## src/rtl/vga_rx_monitor.sv

```systemverilog
// ---------------------------------------------------------------------------
// vga_rx_monitor
//
// Passive monitor for an incoming VGA timing/pixel stream. It measures line
// and frame geometry, detects sync polarity, checksums each frame, and locks
// onto a stable format. While locked it emits a qualified pixel strobe with
// active-area coordinates, two clocks after the pixel is seen at the pins.
//
// Ports
//   clk                              pixel clock, rising edge
//   rst_n                            asynchronous active-low reset
//   hsync, vsync, hblank, vblank     incoming timing (blanks high in blanking)
//   r, g, b                          incoming pixel colour
//   pix_valid                        visible pixel while locked (registered)
//   hpos, vpos                       active-area coordinates of that pixel
//   locked                           FSM is in LOCKED
//   htotal, hactive                  last measured line length / active width
//   vtotal, vactive                  last measured frame lines / active lines
//   hs_pol, vs_pol                   detected active sync level (1 = high)
//   frame_sum                        mod-2^16 sum of (r^g^b) of last frame
//   lost_count                       number of lock losses, saturating
// ---------------------------------------------------------------------------
module vga_rx_monitor #(
  parameter int DATA_W = 8
) (
  input  logic              clk,
  input  logic              rst_n,
  input  logic              hsync,
  input  logic              vsync,
  input  logic              hblank,
  input  logic              vblank,
  input  logic [DATA_W-1:0] r,
  input  logic [DATA_W-1:0] g,
  input  logic [DATA_W-1:0] b,
  output logic              pix_valid,
  output logic [9:0]        hpos,
  output logic [9:0]        vpos,
  output logic              locked,
  output logic [9:0]        htotal,
  output logic [9:0]        hactive,
  output logic [9:0]        vtotal,
  output logic [9:0]        vactive,
  output logic              hs_pol,
  output logic              vs_pol,
  output logic [15:0]       frame_sum,
  output logic [7:0]        lost_count
);

  localparam int CNT_W = 10;
  localparam logic [CNT_W-1:0] CNT_MAX = '1;

  typedef enum logic [1:0] {
    SEARCH  = 2'd0,
    MEASURE = 2'd1,
    VERIFY  = 2'd2,
    LOCKED  = 2'd3
  } state_t;

  function automatic logic [CNT_W-1:0] sat_inc(input logic [CNT_W-1:0] v);
    return (v == CNT_MAX) ? v : v + CNT_W'(1);
  endfunction

  function automatic logic [7:0] sat_inc8(input logic [7:0] v);
    return (v == 8'hFF) ? v : v + 8'd1;
  endfunction

  // Stage 1: registered copy of every input pin
  logic              hs_p1, vs_p1, hb_p1, vb_p1;
  logic [DATA_W-1:0] r_p1, g_p1, b_p1;
  // Stage 2: delayed hblank, only needed for the falling-edge (line start) test
  logic              hb_p2;

  always_ff @(posedge clk or negedge rst_n) begin
    if (!rst_n) begin
      hs_p1 <= 1'b0;
      vs_p1 <= 1'b0;
      hb_p1 <= 1'b0;
      vb_p1 <= 1'b0;
      r_p1  <= '0;
      g_p1  <= '0;
      b_p1  <= '0;
      hb_p2 <= 1'b0;
    end else begin
      hs_p1 <= hsync;
      vs_p1 <= vsync;
      hb_p1 <= hblank;
      vb_p1 <= vblank;
      r_p1  <= r;
      g_p1  <= g;
      b_p1  <= b;
      hb_p2 <= hb_p1;
    end
  end

  // Event decode on the stage-1/stage-2 pair
  logic        vb_seen;
  logic        line_start, frame_start, visible;
  logic [15:0] px_p1;

  assign line_start  = ~hb_p1 & hb_p2;
  assign frame_start = line_start & ~vb_p1 & vb_seen;
  assign visible     = ~hb_p1 & ~vb_p1;
  assign px_p1       = 16'(r_p1 ^ g_p1 ^ b_p1);

  // Running measurement counters (cycles/lines since the last boundary)
  logic [CNT_W-1:0] hcyc, hact, vcnt, vact;
  logic [CNT_W-1:0] ref_h, ref_v;
  logic [15:0]      acc;
  logic             h_ok;
  logic             sat_any;

  assign sat_any = (hcyc == CNT_MAX) | (hact == CNT_MAX) | (vcnt == CNT_MAX) |
                   (vact == CNT_MAX) | (hpos == CNT_MAX) | (vpos == CNT_MAX);

  state_t state, state_next;
  logic   load_ref, lose;

  always_ff @(posedge clk or negedge rst_n) begin
    if (!rst_n) begin
      state <= SEARCH;
    end else begin
      state <= state_next;
    end
  end

  always_comb begin
    state_next = state;
    load_ref   = 1'b0;
    lose       = 1'b0;
    case (state)
      SEARCH: begin
        if (frame_start) state_next = MEASURE;
      end
      MEASURE: begin
        if (frame_start) begin
          load_ref   = 1'b1;
          state_next = VERIFY;
        end
      end
      VERIFY: begin
        // The frame-start line itself closes the last line of the frame,
        // so its length is checked here alongside the accumulated flag.
        if (frame_start) begin
          if (h_ok && (hcyc == ref_h) && (vcnt == ref_v)) state_next = LOCKED;
          else                                            load_ref   = 1'b1;
        end
      end
      LOCKED: begin
        if (sat_any || (line_start && (hcyc != ref_h)) ||
            (frame_start && (vcnt != ref_v))) begin
          lose       = 1'b1;
          state_next = SEARCH;
        end
      end
      default: state_next = SEARCH;
    endcase
  end

  assign locked = (state == LOCKED);

  // Output stage: measurements, coordinates and qualified pixel strobe
  always_ff @(posedge clk or negedge rst_n) begin
    if (!rst_n) begin
      hcyc       <= '0;
      hact       <= '0;
      vcnt       <= '0;
      vact       <= '0;
      ref_h      <= '0;
      ref_v      <= '0;
      acc        <= '0;
      h_ok       <= 1'b0;
      vb_seen    <= 1'b0;
      htotal     <= '0;
      hactive    <= '0;
      vtotal     <= '0;
      vactive    <= '0;
      hpos       <= '0;
      vpos       <= '0;
      hs_pol     <= 1'b0;
      vs_pol     <= 1'b0;
      frame_sum  <= '0;
      pix_valid  <= 1'b0;
      lost_count <= '0;
    end else begin
      if (line_start) begin
        htotal  <= hcyc;
        hactive <= hact;
        hcyc    <= CNT_W'(1);
        hact    <= CNT_W'(1);
        hpos    <= '0;
      end else begin
        hcyc <= sat_inc(hcyc);
        if (!hb_p1)  hact <= sat_inc(hact);
        if (visible) hpos <= sat_inc(hpos);
      end

      if (frame_start) begin
        vtotal    <= vcnt;
        vactive   <= vact;
        vcnt      <= CNT_W'(1);
        vact      <= CNT_W'(1);
        vpos      <= '0;
        vb_seen   <= 1'b0;
        frame_sum <= acc;
        // The frame-start pixel is visible and belongs to the new frame.
        acc       <= px_p1;
      end else begin
        if (line_start) vcnt <= sat_inc(vcnt);
        if (line_start && !vb_p1) begin
          vact <= sat_inc(vact);
          vpos <= sat_inc(vpos);
        end
        if (vb_p1)   vb_seen <= 1'b1;
        if (visible) acc     <= acc + px_p1;
      end

      // During active video the sync lines sit at their inactive level.
      if (visible) begin
        hs_pol <= ~hs_p1;
        vs_pol <= ~vs_p1;
      end

      if (load_ref) begin
        ref_h <= hcyc;
        ref_v <= vcnt;
        h_ok  <= 1'b1;
      end else if ((state == VERIFY) && line_start && (hcyc != ref_h)) begin
        h_ok <= 1'b0;
      end

      // Next-state qualification blanks the pixel on the exit cycle and
      // lets the first pixel of the locking frame through.
      pix_valid <= visible && (state_next == LOCKED);

      if (lose) lost_count <= sat_inc8(lost_count);
    end
  end

endmodule

```

## config.mk

```make
export PLATFORM = sky130hd
export DESIGN_NAME = vga_rx_monitor
export DESIGN_NICKNAME = d
export VERILOG_FILES = /design/src/rtl/vga_rx_monitor.sv
export SDC_FILE = /design/constraint.sdc
export NUM_CORES = 1
export LEC_CHECK = 0
export CORE_MARGIN = 1.5
export CORE_UTILIZATION = 32
export CTS_CLUSTER_DIAMETER = 100
export DETAILED_ROUTE_END_ITERATION = 10
export REMOVE_ABC_BUFFERS = 1
export SLEW_MARGIN = 20
export SYNTH_ARGS = -nofsm -noshare
export SYNTH_HDL_FRONTEND = slang
export SYNTH_SLANG_ARGS = --single-unit
```

## constraint.sdc

```tcl
create_clock -name clk -period 3.3 [get_ports clk]
set_input_delay 0.99 -clock clk [delete_from_list [all_inputs] [get_ports clk]]
set_output_delay 0.99 -clock clk [all_outputs]
set_load 0.005 [all_outputs]
```

Word level (Yosys, flattened, before mapping)

Index checks and enable logic that the tools add are counted.
W data, S select, Z words.

Input port bits: 30
Output and inout bits: 88
Logic and storage cells: 134
Register bits: 196

Equal/unequal tests: 22
Muxes and demuxes: 35
Bitwise gates (word level): 16
Add/subtract/negate cells: 8
Reduce and logical (&&, ||, !) cells: 24

Operators by type and width:

| operator                | count |
|---|---|
| $mux W10                | 17 |
| $add A10 B1 Y10 const B | 6 |
| $eq A10 B10 Y1 const B  | 6 |
| $mux W16                | 2 |
| $eq A10 B10 Y1          | 2 |
| $ne A10 B10 Y1          | 2 |
| $add A16 B8 Y16         | 1 |
| $xor A8 B8 Y8           | 2 |
| $ne A2 B2 Y1 const B    | 6 |
| $reduce_and A2 Y1       | 6 |
| $reduce_bool A2 Y1      | 6 |
| $mux W2                 | 5 |
| $mux W1                 | 9 |
| $add A8 B1 Y8 const B   | 1 |
| $eq A8 B8 Y1 const B    | 1 |
| $logic_and A1 B1 Y1     | 8 |
| $pmux W2 S4             | 1 |
| $eq A2 B2 Y1 const B    | 3 |
| $not A1 Y1              | 5 |
| $or A1 B1 Y1            | 5 |
| $and A1 B1 Y1           | 4 |
| $eq A2 B1 Y1 const B    | 1 |
| $logic_not A2 Y1        | 1 |
| $logic_or A1 B1 Y1      | 2 |
| other kinds (3)         | 3 |

Depth between registers and ports, before layout

Gate-level depths: netlist of run 1.

Depth after elaboration: 12
Mapped depth: 10
Depth with buffers taken out: 10

Least setup slack after synthesis of run 1

OpenSTA, ideal clock, no wires.

Path kind: register -> register
Start: register r_p1[0]
End: register acc[12]
Library setup time: 0.136 ns
Path buffers: 0
Slack: 0.388 ns
Required time: 3.164 ns
Stages on the path, launching flop included: 11
Arrival: 2.776 ns
Clock period less this slack: 2.912 ns
Cells stage by stage: dfrtp_1 > xnor2_1 > xnor2_1 > ha_1 > fa_1 > a21o_1 > a21oi_1 > o21bai_1 > a2111oi_1 > or4_1 > a21oi_1

Longest elaborated chain between the ends: 5

Ends and longest elaborated chain:

| element                    | RTL line | RTL |
|---|---|---|
| start, declared            | 69       | `logic [DATA_W-1:0] r_p1, g_p1, b_p1;` |
| start signal, assigned     | 88       | `r_p1 <= r;` |
| $xor A8 B8 Y8 (2 in a row) | 103      | `assign px_p1 = 16'(r_p1 ^ g_p1 ^ b_p1);` |
| $add A16 B8 Y16            | 214      | `if (visible) acc <= acc + px_p1;` |
| $mux W16                   | 214      |  |
| $mux W16                   | 197      | `if (frame_start) begin` |
| end signal, assigned       | 206      | `acc <= px_p1;` |
| end signal, assigned       | 214      |  |
| end, declared              | 108      | `logic [15:0] acc;` |

Every way passes these cells. The select of a mux whose other input is x is not followed.
A chain may end at the register's enable or synchronous reset.

Worst setup path in the final report of run 1

Start: register r_p1[0]
End: register acc[14]

The elaborated chain is that of the path after synthesis.

==> out/metrics.sh, run 1 <==
OUTCOME='complete, no violations'
START_KIND='flip-flop'
FLOORPLAN.ROWS=60
TIMING_WORST_SETUP_PATH_TYPE='reg2reg'
TOP_LEVEL_PORTS=118
TOTALWIRELENGTH_UM=18600
FIN_CRIT_NS=2.76
GRT_PASS1_WL_UM=31700
LEAKAGE_nW=5.19
CRIT_REQUIRED_NS=3.65
SYNTH_SEQ_AREA_SHARE_PCT=55.5
CLOCK_TREE.ROOT_CELL='clkbuf_16'
OVERFLOW=0
CTS_TREE='done'
YS_SEQ_ELEMENTS=196
WORST_HOLD_MARGIN_NS=0.440
POST_SYNTH_INSTANCE_AREA_UM2=8840
MAXUSEDROUTINGLAYER='met4'
REG2REG_SETUP_SLACK_NS=0.54
CTS_BUFFER_DEPTH=2
DRTANTENNAVIOLNETS=0
WIRE_LENGTH_PER_CELL_UM=14.1
COUNT_OF_ENDPOINTS_FAILING_HOLD_IN_THE_FINAL_TIMING_REPORT=0
SYNTHMOSTINSTANTIATEDCELL='nand2_1'
PLACEMENT.SETUP.WORST_SLACK_NS=0.564
CLK_TRANSITION_REPORTED_PATHS_NS=0.07
FIRST_GLOBAL_VIAS=6184
FINAL.SETUP.TNS_NS=0
ANTENNA_FOUND_INITIAL=0
TOTAL_DRC_ERRORS_IN_THE_ROUTED_LAYOUT=0
CTS.REPAIR.RESIZED=0
MAX_CAP_VIOLATIONS=0
LAYOUT_NETS=1018
ACHIEVABLE-FREQUENCY_MHz=362
NUMCTSBUFFERS=17
FINAL_LAYOUT_SIZE_SUFFIX_GT1_SHARE_PCT=8.36
ROUTABILITYCONGESTION=0.756
FILLER_CELL_COUNT=2648
FINALSETUPVIOLCOUNT=0
DETAILED_PLACE_HPWL_UM=12500
NETLIST_TOP_CELLS_AREA='dfrtp_1 (55%), nand2_1 (9.0%), xor2_1 (5.3%), xnor2_1 (4.4%), nor2_1 (3.1%)'
CTS_HOLD_BUFFERS=0
POST_DP_AREA_UM2=10400
CRIT_FANOUT=8
WORST_CLOCK_SKEW_NS=0.00889
CHIPHEIGHT_UM=169
ASYNC_SET_RESET_FLOP_SHARE_OUT_OF_SYNTHESIS_PCT=100
NUMPORTBUFFERS=117
REGS_BY_FF_COUNT='acc: 16 flops, frame_sum: 16 flops'
CTS_NUM_SINKS=196
WORSTSETUPENDPOINTTYPE='flip-flop'
DRT_ITER0_DRC=327
SYNTH_EDF_COUNT=0
GRT_MAX_DEGREE=89
GRT_SETUP_UNREPAIRED='no'
ROUTE.DETAILED.VIAS_PER_INST=4.77
ANTENNADIODECOUNT=0
MAX_TRANSITION_VIOLS_FINAL=0
PWR_DENSITY_CELL_nW_PER_UM2=640
PLACEABLECOREAREA_UM2=27000
HEADROOM_TO_THE_MAX_SLEW_LIMIT_PCT=55.3
YOSYSUNIQUECELLTYPES=56
LAYOUT.CORE_UTILIZATION_PCT=41.1
MET3ROUTEDLENGTH_UM=843
VDD_DROP_MAX_mV=0.339
SYNTHTOPCELLSBYCOUNT='nand2_1 (213), dfrtp_1 (196), nor2_1 (72)'
DESIGN_AREA_UM2=11100
GRT_USE_TOTAL_PCT=13.7
SYNTHESIS.AREA_PER_INSTANCE_UM2=10.3
SYNTH_TOP_AREA_SHARE_PCT=55.5
CTS_HTREE_LEVELS=4
CLKLATENCYLATEPIN_NS=0.42
SYNTH_CELLS=859
POSTCTSSETUPREPAIRBUFS=0
FINAL.PERIOD_UTILIZATION_PCT=83.6
YOSYS_MOST_USED_DFF='dfrtp_1'
NUMBER_OF_ITERATIONS_IN_THE_FIRST_DETAILED_ROUTING_PASS=4
ROUTE.VIAS.TOTAL=6304
INITIAL_UTILIZATION_PCT=32.7
TIGHTESTPINTRANSITION_NS=0.671
SYNTHESIS.YOSYS.WARNINGS=0
FP.DIEW_UM=169
SYN_TO_FINAL_GROWTH_PCT=25.5
FINAL_CRITICAL_PATH_SETUP_SLACK_NS=0.540
DR_WL_MET2_UM=8380
WORSTHOLDPATHTYPE='reg2reg'
FP.DIEAREA_UM2=28600
WL_MET1_UM=9250
SYNTH.LARGEST_AREA_CELL='dfrtp_1'
WORST-ENDPOINT-ARRIVAL_NS=3.11
==> through the flow <==
| step | cells | power (mW) |
|---|---|---|
| 5_1_grt | 1322 | 7.55 |
| 3_3_place_gp | 1290 | 4.71 |
| 6_report | 1322 | 7.10 |
| 4_1_cts | 1322 | 7.21 |
| 2_1_floorplan | 820 | 4.04 |
| 3_5_place_dp | 1290 | 4.74 |
==> area by class of cell <==
cell class,count,area (um^2),share of cell area [%]
Tap cell,341,427,3.84
Multi-Input combinational cell,612,3740,33.7
Inverter,12,45.0,0.406
Sequential cell,196,4900,44.2
Clock buffer,18,439,3.96
Timing Repair Buffer,129,1300,11.7
Clock inverter,14,245,2.21
==> per-layer routing <==
metal | vias to the layer above | GRT usage [%]
li1 | 3107 | -
met1 | 3058 | 19.6
met2 | 127 | 21.1
met3 | 12 | 3.33
met4 | 0 | 3.00
met5 | - | 0
==> cells by family (layout without fill, tap and decap cells) <==
logic type / Yosys count / after routing / share of synthesized area [%]
and+or+nand+nor: 380 / 380 / 19.0
muxes: 29 / 29 / 3.62
adders and majority gates: 20 / 20 / 2.91
xor gates and xnor gates: 98 / 98 / 9.70
buffers and inverters: 51 / 173 / 2.55
DFF: 196 / 196 / 55.5
AOI/OAI and AO/OA: 85 / 85 / 6.72
==> layout by cell type (no fill, tap or decap), types with 3 or more instances in the layout <==
cell / synthesis / routed
mux2_2: 20 / 20
xor2_1: 54 / 54
nand3_1: 25 / 25
and4_1: 7 / 7
buf_12: 0 / 3
dfrtp_1: 196 / 196
a21oi_1: 21 / 20
clkbuf_16: 0 / 17
bufinv_16: 0 / 6
o31ai_1: 6 / 6
o21ai_0: 19 / 19
mux2i_1: 8 / 8
inv_1: 12 / 12
buf_4: 0 / 9
nor3_1: 6 / 6
and3_1: 10 / 10
nand4_1: 16 / 16
ha_1: 19 / 19
a22oi_1: 4 / 4
clkdlybuf4s50_1: 0 / 116
nor4_1: 5 / 5
a21o_1: 4 / 4
or4_1: 4 / 4
inv_6: 0 / 4
a2111o_1: 3 / 3
or3_1: 3 / 3
nor2_1: 72 / 72
or2_2: 4 / 4
xnor2_1: 44 / 44
nand2_1: 213 / 212
a31oi_1: 8 / 8
nor4_2: 3 / 3
==> where the power goes <==
part	switching (mW)	leakage [nW]	internal, mW
Sequential	0.351	2.58	2.75
Combinational	0.766	2.27	0.818
Clock	0.957	0.338	1.46
Total	2.07	5.19	5.03
==> worst max-delay path, cell delays in order (launching register included) <==
cell	delay (ns)
dfrtp_1	0.37
xnor2_1	0.18
xnor2_1	0.11
ha_1	0.22
fa_1	0.40
a21o_1	0.20
a21oi_1	0.22
o21bai_1	0.12
a2111oi_1	0.40
buf_4	0.22
o31ai_1	0.08
a21oi_1	0.16
==> final timing paths <==
kind | depth (start not counted) | startpoint | to
worst max-delay path | 11 | r_p1[0] | acc[14]
worst min-delay path | 1 | hs_p1 | hs_pol
worst max register to register | 11 | r_p1[0] | acc[14]
worst min register to register | 1 | hs_p1 | hs_pol
max in group asynchronous | 2 | rst_n | frame_sum[7]
min in group asynchronous | 1 | rst_n | htotal[7]
(Power assumes the default switching activity.)
==> run 2, diff against run 1 <==
clock period = 2.32 ns   (was 3.3 ns; I/O delays follow)
==> run 2 against run 1 <==
  * The run now ends with negative setup slack left
  * Die area unchanged
  * Global-route usage up 0.44 points
  * Combinational power up 78%
  * Clock power is 31% higher
  * Final cell count grew 3.9%
  * Worst setup slack worse by 0.71 ns
  * Clock skew hardly changed
  * Via count up 2.7%
  * Non-clock buffer count increased by 52
  * Utilization rose by 1.7 points
  * Power is 45% higher
  * Sequential power rose by 39%
  * Critical endpoint is now acc[12]
==> out/metrics.sh, run 2 (same netlist as run 1, synthesis figures left out) <==
OUTCOME='complete, but fails checks'
VIOLATIONS_IN_THE_FINAL_REPORTS='negative setup slack'
LAYOUT.CORE_UTILIZATION_PCT=42.7
SYN_TO_FINAL_GROWTH_PCT=30.6
OVERFLOW=0
NUMPORTBUFFERS=117
CRIT_REQUIRED_NS=2.67
CLK_TRANSITION_REPORTED_PATHS_NS=0.07
DRTANTENNAVIOLNETS=0
FINAL.SETUP.TNS_NS=-0.570
START_KIND='flip-flop'
VDD_DROP_MAX_mV=0.423
CRIT_FANOUT=8
LAYOUT_COMMON_CELLS='nand2_1 (212), dfrtp_1 (195), clkdlybuf4s50_1 (116)'
PLACEABLECOREAREA_UM2=27000
NUMBER_OF_ITERATIONS_IN_THE_FIRST_DETAILED_ROUTING_PASS=4
ANTENNA_FOUND_INITIAL=0
INITIAL_UTILIZATION_PCT=32.7
GRT_MAX_DEGREE=45
CLOCK_TREE.ROOT_CELL='clkbuf_16'
POST_DP_AREA_UM2=10800
TIMING_WORST_SETUP_PATH_TYPE='reg2reg'
GRT_PASS1_WL_UM=32500
WORST_HOLD_MARGIN_NS=0.193
FP.DIEAREA_UM2=28600
TOTALWIRELENGTH_UM=19300
CRIT_PATH_START='r_p1[0]'
CTS_HTREE_LEVELS=4
TOP_LEVEL_PORTS=118
ANTENNADIODECOUNT=0
CTS_HOLD_BUFFERS=0
FIRST_GLOBAL_VIAS=6392
FINAL_LAYOUT_SIZE_SUFFIX_GT1_SHARE_PCT=14.6
FP.DIEW_UM=169
FIN_CRIT_NS=2.49
WORSTSETUPENDPOINTTYPE='flip-flop'
WORST-ENDPOINT-ARRIVAL_NS=2.84
MAX_CAP_VIOLATIONS=0
FINALNONFILLERCELLS=1374
FLOORPLAN.ROWS=60
CTS_BUFFER_DEPTH=2
ACHIEVABLE-FREQUENCY_MHz=402
DRT_ITER0_DRC=323
WORST_CLOCK_SKEW_NS=0.00878
CHIPHEIGHT_UM=169
ROUTABILITYCONGESTION=0.767
NUMCTSBUFFERS=17
LEAKAGE_nW=5.44
TOTAL_DRC_ERRORS_IN_THE_ROUTED_LAYOUT=0
CLKLATENCYLATEPIN_NS=0.42
WIRE_LENGTH_PER_CELL_UM=14.0
MAX_TRANSITION_VIOLS_FINAL=0
LAYOUT_NETS=1070
LAYOUT_COMMONEST_CELL='nand2_1'
DESIGN_AREA_UM2=11600
FINAL.PERIOD_UTILIZATION_PCT=107
FINAL_CRITICAL_PATH_SETUP_SLACK_NS=-0.167
ROUTE.DETAILED.VIAS_PER_INST=4.71
DETAILED_PLACE_HPWL_UM=13400
CTS_TREE='done'
COUNT_OF_ENDPOINTS_FAILING_HOLD_IN_THE_FINAL_TIMING_REPORT=0
REG2REG_FROM='r_p1[0]'
HEADROOM_TO_THE_MAX_SLEW_LIMIT_PCT=61.5
GRT_USE_TOTAL_PCT=14.1
WORSTHOLDPATHTYPE='in2async'
GRT_SETUP_UNREPAIRED='yes'
REGS_BY_FF_COUNT='acc: 16 flops, frame_sum: 16 flops'
ROUTE.VIAS.TOTAL=6473
PLACED_CELLS_INCL_TAPS=1336
CTS_NUM_SINKS=196
FINALSETUPVIOLCOUNT=4
TIGHTESTPINTRANSITION_NS=0.573
PWR_DENSITY_CELL_nW_PER_UM2=893
-- run 2: path summary, 6_finish.rpt --
| kind | cells past startpoint | end | slack [ns] |
|---|---|---|---|
| worst max-delay path | 11 | acc[12] | -0.17 |
| worst min register to register | 1 | vs_pol | 0.45 |
| worst max register to register | 11 | acc[12] | -0.17 |
| max in group asynchronous | 2 | acc[5] | 1.57 |
| min in group clk | 1 | vs_pol | 0.45 |
| worst min-delay path | 1 | htotal[4] | 0.19 |
-- run 2: per-stage QoR --
step | setup WS, ns | power [mW]
after floorplan | -6.38 | 5.75
after global placement | -0.392 | 6.92
after detailed placement | -0.399 | 6.97
after CTS | -0.197 | 10.4
after global routing | -0.294 | 11.0
final | -0.167 | 10.3
-- run 2: critical path, stage by stage (launching register included) --
cell       delay [ns]
dfrtp_1          0.37
xnor2_1          0.18
xnor2_1          0.17
ha_2             0.23
fa_2             0.20
a21o_1           0.12
a21oi_2          0.06
o21bai_2         0.19
a2111oi_4        0.10
buf_4            0.17
or4_4            0.50
a21oi_2          0.12
-- run 2: what timing repair did --
item / in CTS / in global routing
setup buffers: 9 / 3
pin swaps: 14 / 16
endpoints found under the hold margin: 0 / 0
gates resized for setup: 11 / 13
setup endpoints to repair: 10 / 40
-- run 2: layer usage --
metal  vias to the layer above  track usage, %  part of all wire [%]
met4                         0            3.12                  0.79
li1                       3207               -                     -
met3                        10            3.33                   4.1
met2                       107            22.7                    46
met5                         -               0                     0
met1                      3149            19.4                    49
-- run 2: final cells by class --
type,instances,area (um^2)
Tap cell,341,427
Fill cell,2580,15500
Timing Repair Buffer,181,1710
Clock buffer,18,429
Sequential cell,196,4910
Clock inverter,14,199
Inverter,12,45.0
Multi-Input combinational cell,612,3840
-- run 2: power by group --
| group | internal (mW) | switching [mW] | total (mW) |
|---|---|---|---|
| logic | 1.49 | 1.34 | 2.82 |
| clock network | 1.82 | 1.35 | 3.18 |
| registers | 3.91 | 0.407 | 4.32 |
==> run 3, diff against run 2 <==
CORE_MARGIN = 4   (was 1.5)
CTS_BUF_LIST = sky130_fd_sc_hd__clkbuf_4   (was unset)
==> run 3 against run 2 <==
  * The run still ends with negative setup slack left
  * Via count is 1.6% higher
  * First-iteration DRC count down 16%
  * Count of clock-buffer cells in the layout shrank 1
  * Highest routed layer unchanged
==> out/metrics.sh, run 3 (same netlist as run 1, synthesis figures left out) <==
ANTENNA_FOUND_INITIAL=0
POWER_REPORT.INTERNAL_TOTAL_mW=6.20
VDD_DROP_MAX_mV=0.417
START_KIND='flip-flop'
WORST_CLOCK_SKEW_NS=0.0253
DESIGN_AREA_UM2=11500
DRT_ITER0_DRC=272
NUMPORTBUFFERS=117
CTS_TREE='done'
PWR_DENSITY_CELL_nW_PER_UM2=803
CTS_BUFFER_DEPTH=2
LAYOUT_NETS=1098
LAYOUT_COMMON_CELLS='nand2_1 (212), dfrtp_1 (192), clkdlybuf4s50_1 (103)'
FP.DIEW_UM=174
FIRST_GLOBAL_VIAS=6577
HEADROOM_TO_THE_MAX_SLEW_LIMIT_PCT=55.9
PWR-SHARE-COMB_PCT=31.3
OVERFLOW=0
POWER.SWITCHING_mW=3.07
FILLER_CELL_COUNT=2675
CLOCK_TREE.ROOT_CELL='clkbuf_4'
ROUTABILITYCONGESTION=0.782
SEQUENTIALPOWERSHARE_PCT=46.6
CP_TOP_FAMILY='compound AO/OA/AOI/OAI gates'
MAX_TRANSITION_VIOLS_FINAL=0
GRT_MAX_DEGREE=54
TIGHTESTPINTRANSITION_NS=0.657
LAYOUT_COMMONEST_CELL='nand2_1'
CRIT_FANOUT=8
CRITICAL_PATH.SLOWEST_CELL='or4_1'
CLOCK_POWER_SHARE_PCT=22.1
WIRE_LENGTH_PER_CELL_UM=14.2
TOP_LEVEL_PORTS=118
ACHIEVABLE-FREQUENCY_MHz=397
SWSHARE_PCT=33.1
DETAILED_PLACE_HPWL_UM=14200
CTS_NUM_SINKS=196
TOTAL_DRC_ERRORS_IN_THE_ROUTED_LAYOUT=0
FINAL_LAYOUT_SIZE_SUFFIX_GT1_SHARE_PCT=17.7
CRIT_REQUIRED_NS=2.83
LEAKAGE_nW=5.56
ANTENNADIODECOUNT=0
ROUTE.DETAILED.VIAS_PER_INST=4.59
FP.DIEAREA_UM2=30400
FLOORPLAN.ROWS=60
CTS_HTREE_LEVELS=4
GRT_SETUP_UNREPAIRED='yes'
NUMBER_OF_ITERATIONS_IN_THE_FIRST_DETAILED_ROUTING_PASS=5
INITIAL_UTILIZATION_PCT=32.6
DRTANTENNAVIOLNETS=0
FINAL_CRITICAL_PATH_SETUP_SLACK_NS=-0.201
PLACEABLECOREAREA_UM2=27100
FINALSETUPVIOLCOUNT=4
WORSTSETUPENDPOINTTYPE='flip-flop'
NUMCTSBUFFERS=17
GRT_PASS1_WL_UM=33700
CHIPHEIGHT_UM=174
COUNT_OF_ENDPOINTS_FAILING_HOLD_IN_THE_FINAL_TIMING_REPORT=0
POST_DP_AREA_UM2=10800
VIOLATIONS_IN_THE_FINAL_REPORTS='negative setup slack'
WORSTHOLDPATHTYPE='reg2reg'
CRIT_TOP_CELL='xnor2_1'
CLKLATENCYLATEPIN_NS=0.58
OUTCOME='complete, but fails checks'
TIMING_WORST_SETUP_PATH_TYPE='reg2reg'
CLK_TRANSITION_REPORTED_PATHS_NS=0.18
FINAL.PERIOD_UTILIZATION_PCT=109
WORSTPATHCELLLIST='xnor2_1 -> xnor2_1 -> ha_2 -> fa_2 -> a21o_1 -> a21oi_2 -> o21bai_2 -> a2111oi_2 -> buf_4 -> or4_1 -> a21oi_1'
ROUTE.VIAS.TOTAL=6578
TIMING.CRITICAL_PATH.BUF_INV=1
LAYOUT.CORE_UTILIZATION_PCT=42.6
REGS_BY_FF_COUNT='acc: 16 flops, frame_sum: 16 flops'
GRT_USE_TOTAL_PCT=13.4
TOTALWIRELENGTH_UM=20400
SYN_TO_FINAL_GROWTH_PCT=30.5
TIMING.CRITICAL_PATH.SLOWEST_CELL_DELAY_NS=0.51
WORST-ENDPOINT-ARRIVAL_NS=3.03
MAX_CAP_VIOLATIONS=0
FIN_CRIT_NS=2.52
==> run 3: cell count changes in the layout (fill, tap and decap cells not counted), sizes merged <==
cell / change
clkdlybuf4s50: -13
inv: +3
dlymetal6s2s: +7
clkbuf: -1
clkinv: +1
dlygate4sd2: +6
bufinv: -1
buf: +27
clkinvlp: -2
dlygate4sd3: +1
==> run 3: final timing paths <==
| kind | endpoint | startpoint | slack, ns | cells after the start |
|---|---|---|---|---|
| hold reg to reg | vs_pol | vs_p1 | 0.44 | 1 |
| setup reg to reg | acc[14] | r_p1[0] | -0.20 | 11 |
| min in group asynchronous | b_p1[6] | rst_n | 0.59 | 2 |
| max in group asynchronous | hpos[2] | rst_n | 1.07 | 3 |
| hold / removal | vs_pol | vs_p1 | 0.44 | 1 |
| setup / recovery | acc[14] | r_p1[0] | -0.20 | 11 |
==> run 3: worst register-to-register path, cell delays in order (launching register included) <==
cell and delay, ns:
dfrtp_1 0.41, xnor2_1 0.13, xnor2_1 0.23, ha_2 0.23, fa_2 0.20, a21o_1 0.12
a21oi_2 0.06, o21bai_2 0.17, a2111oi_2 0.09, buf_4 0.17, or4_1 0.51, a21oi_1 0.14
==> run 3: metal layers <==
metal | global-route usage [%] | wire, um | vias up
met1 | 18.9 | 9750 | 3178
met2 | 20.7 | 9290 | 139
li1 | - | - | 3247
met3 | 4.13 | 1160 | 14
met5 | 0 | 0 | -
met4 | 2.57 | 151 | 0
==> run 3: power groups by stage <==
stage,Sequential [mW],Clock (mW),Combinational (mW)
after floorplan,4.38,0,1.37
after global placement,4.38,0,2.63
after detailed placement,4.39,0,2.67
after CTS,4.32,2.14,2.76
after global routing,4.40,2.28,3.23
final,4.32,2.05,2.90
==> run 3: cell type report <==
cell class | instances | area [um^2] | share of cell area (%)
multi-input cells | 612 | 3880 | 33.7
well taps | 372 | 465 | 4.03
inverters | 12 | 45.0 | 0.390
flip-flops and latches | 196 | 4910 | 42.5
clock buffers | 17 | 128 | 1.11
repair buffers | 209 | 1920 | 16.6
clock inverters | 15 | 191 | 1.66
==> run 3: per-stage QoR <==
| step | power (mW) | cells | hold slack, ns | setup TNS, ns | setup slack, ns |
|---|---|---|---|---|---|
| after floorplan | 5.75 | 820 | 0.400 | -586.90 | -6.38 |
| after global placement | 7.01 | 1372 | 0.419 | -1.55 | -0.312 |
| after detailed placement | 7.07 | 1372 | 0.441 | -2.04 | -0.352 |
| after CTS | 9.22 | 1421 | 0.448 | -0.857 | -0.224 |
| after global routing | 9.91 | 1433 | 0.450 | -1.39 | -0.363 |
| final | 9.27 | 1433 | 0.445 | -0.726 | -0.201 |
==> run 3: timing repair <==
item / in CTS / in global routing
gates cloned: 0 / 1
setup endpoints to repair: 30 / 26
pin swaps: 3 / 22
hold buffers: 1 / 0
gates resized for setup: 20 / 30
hold endpoints to repair: 11 / 0
setup buffers: 16 / 12
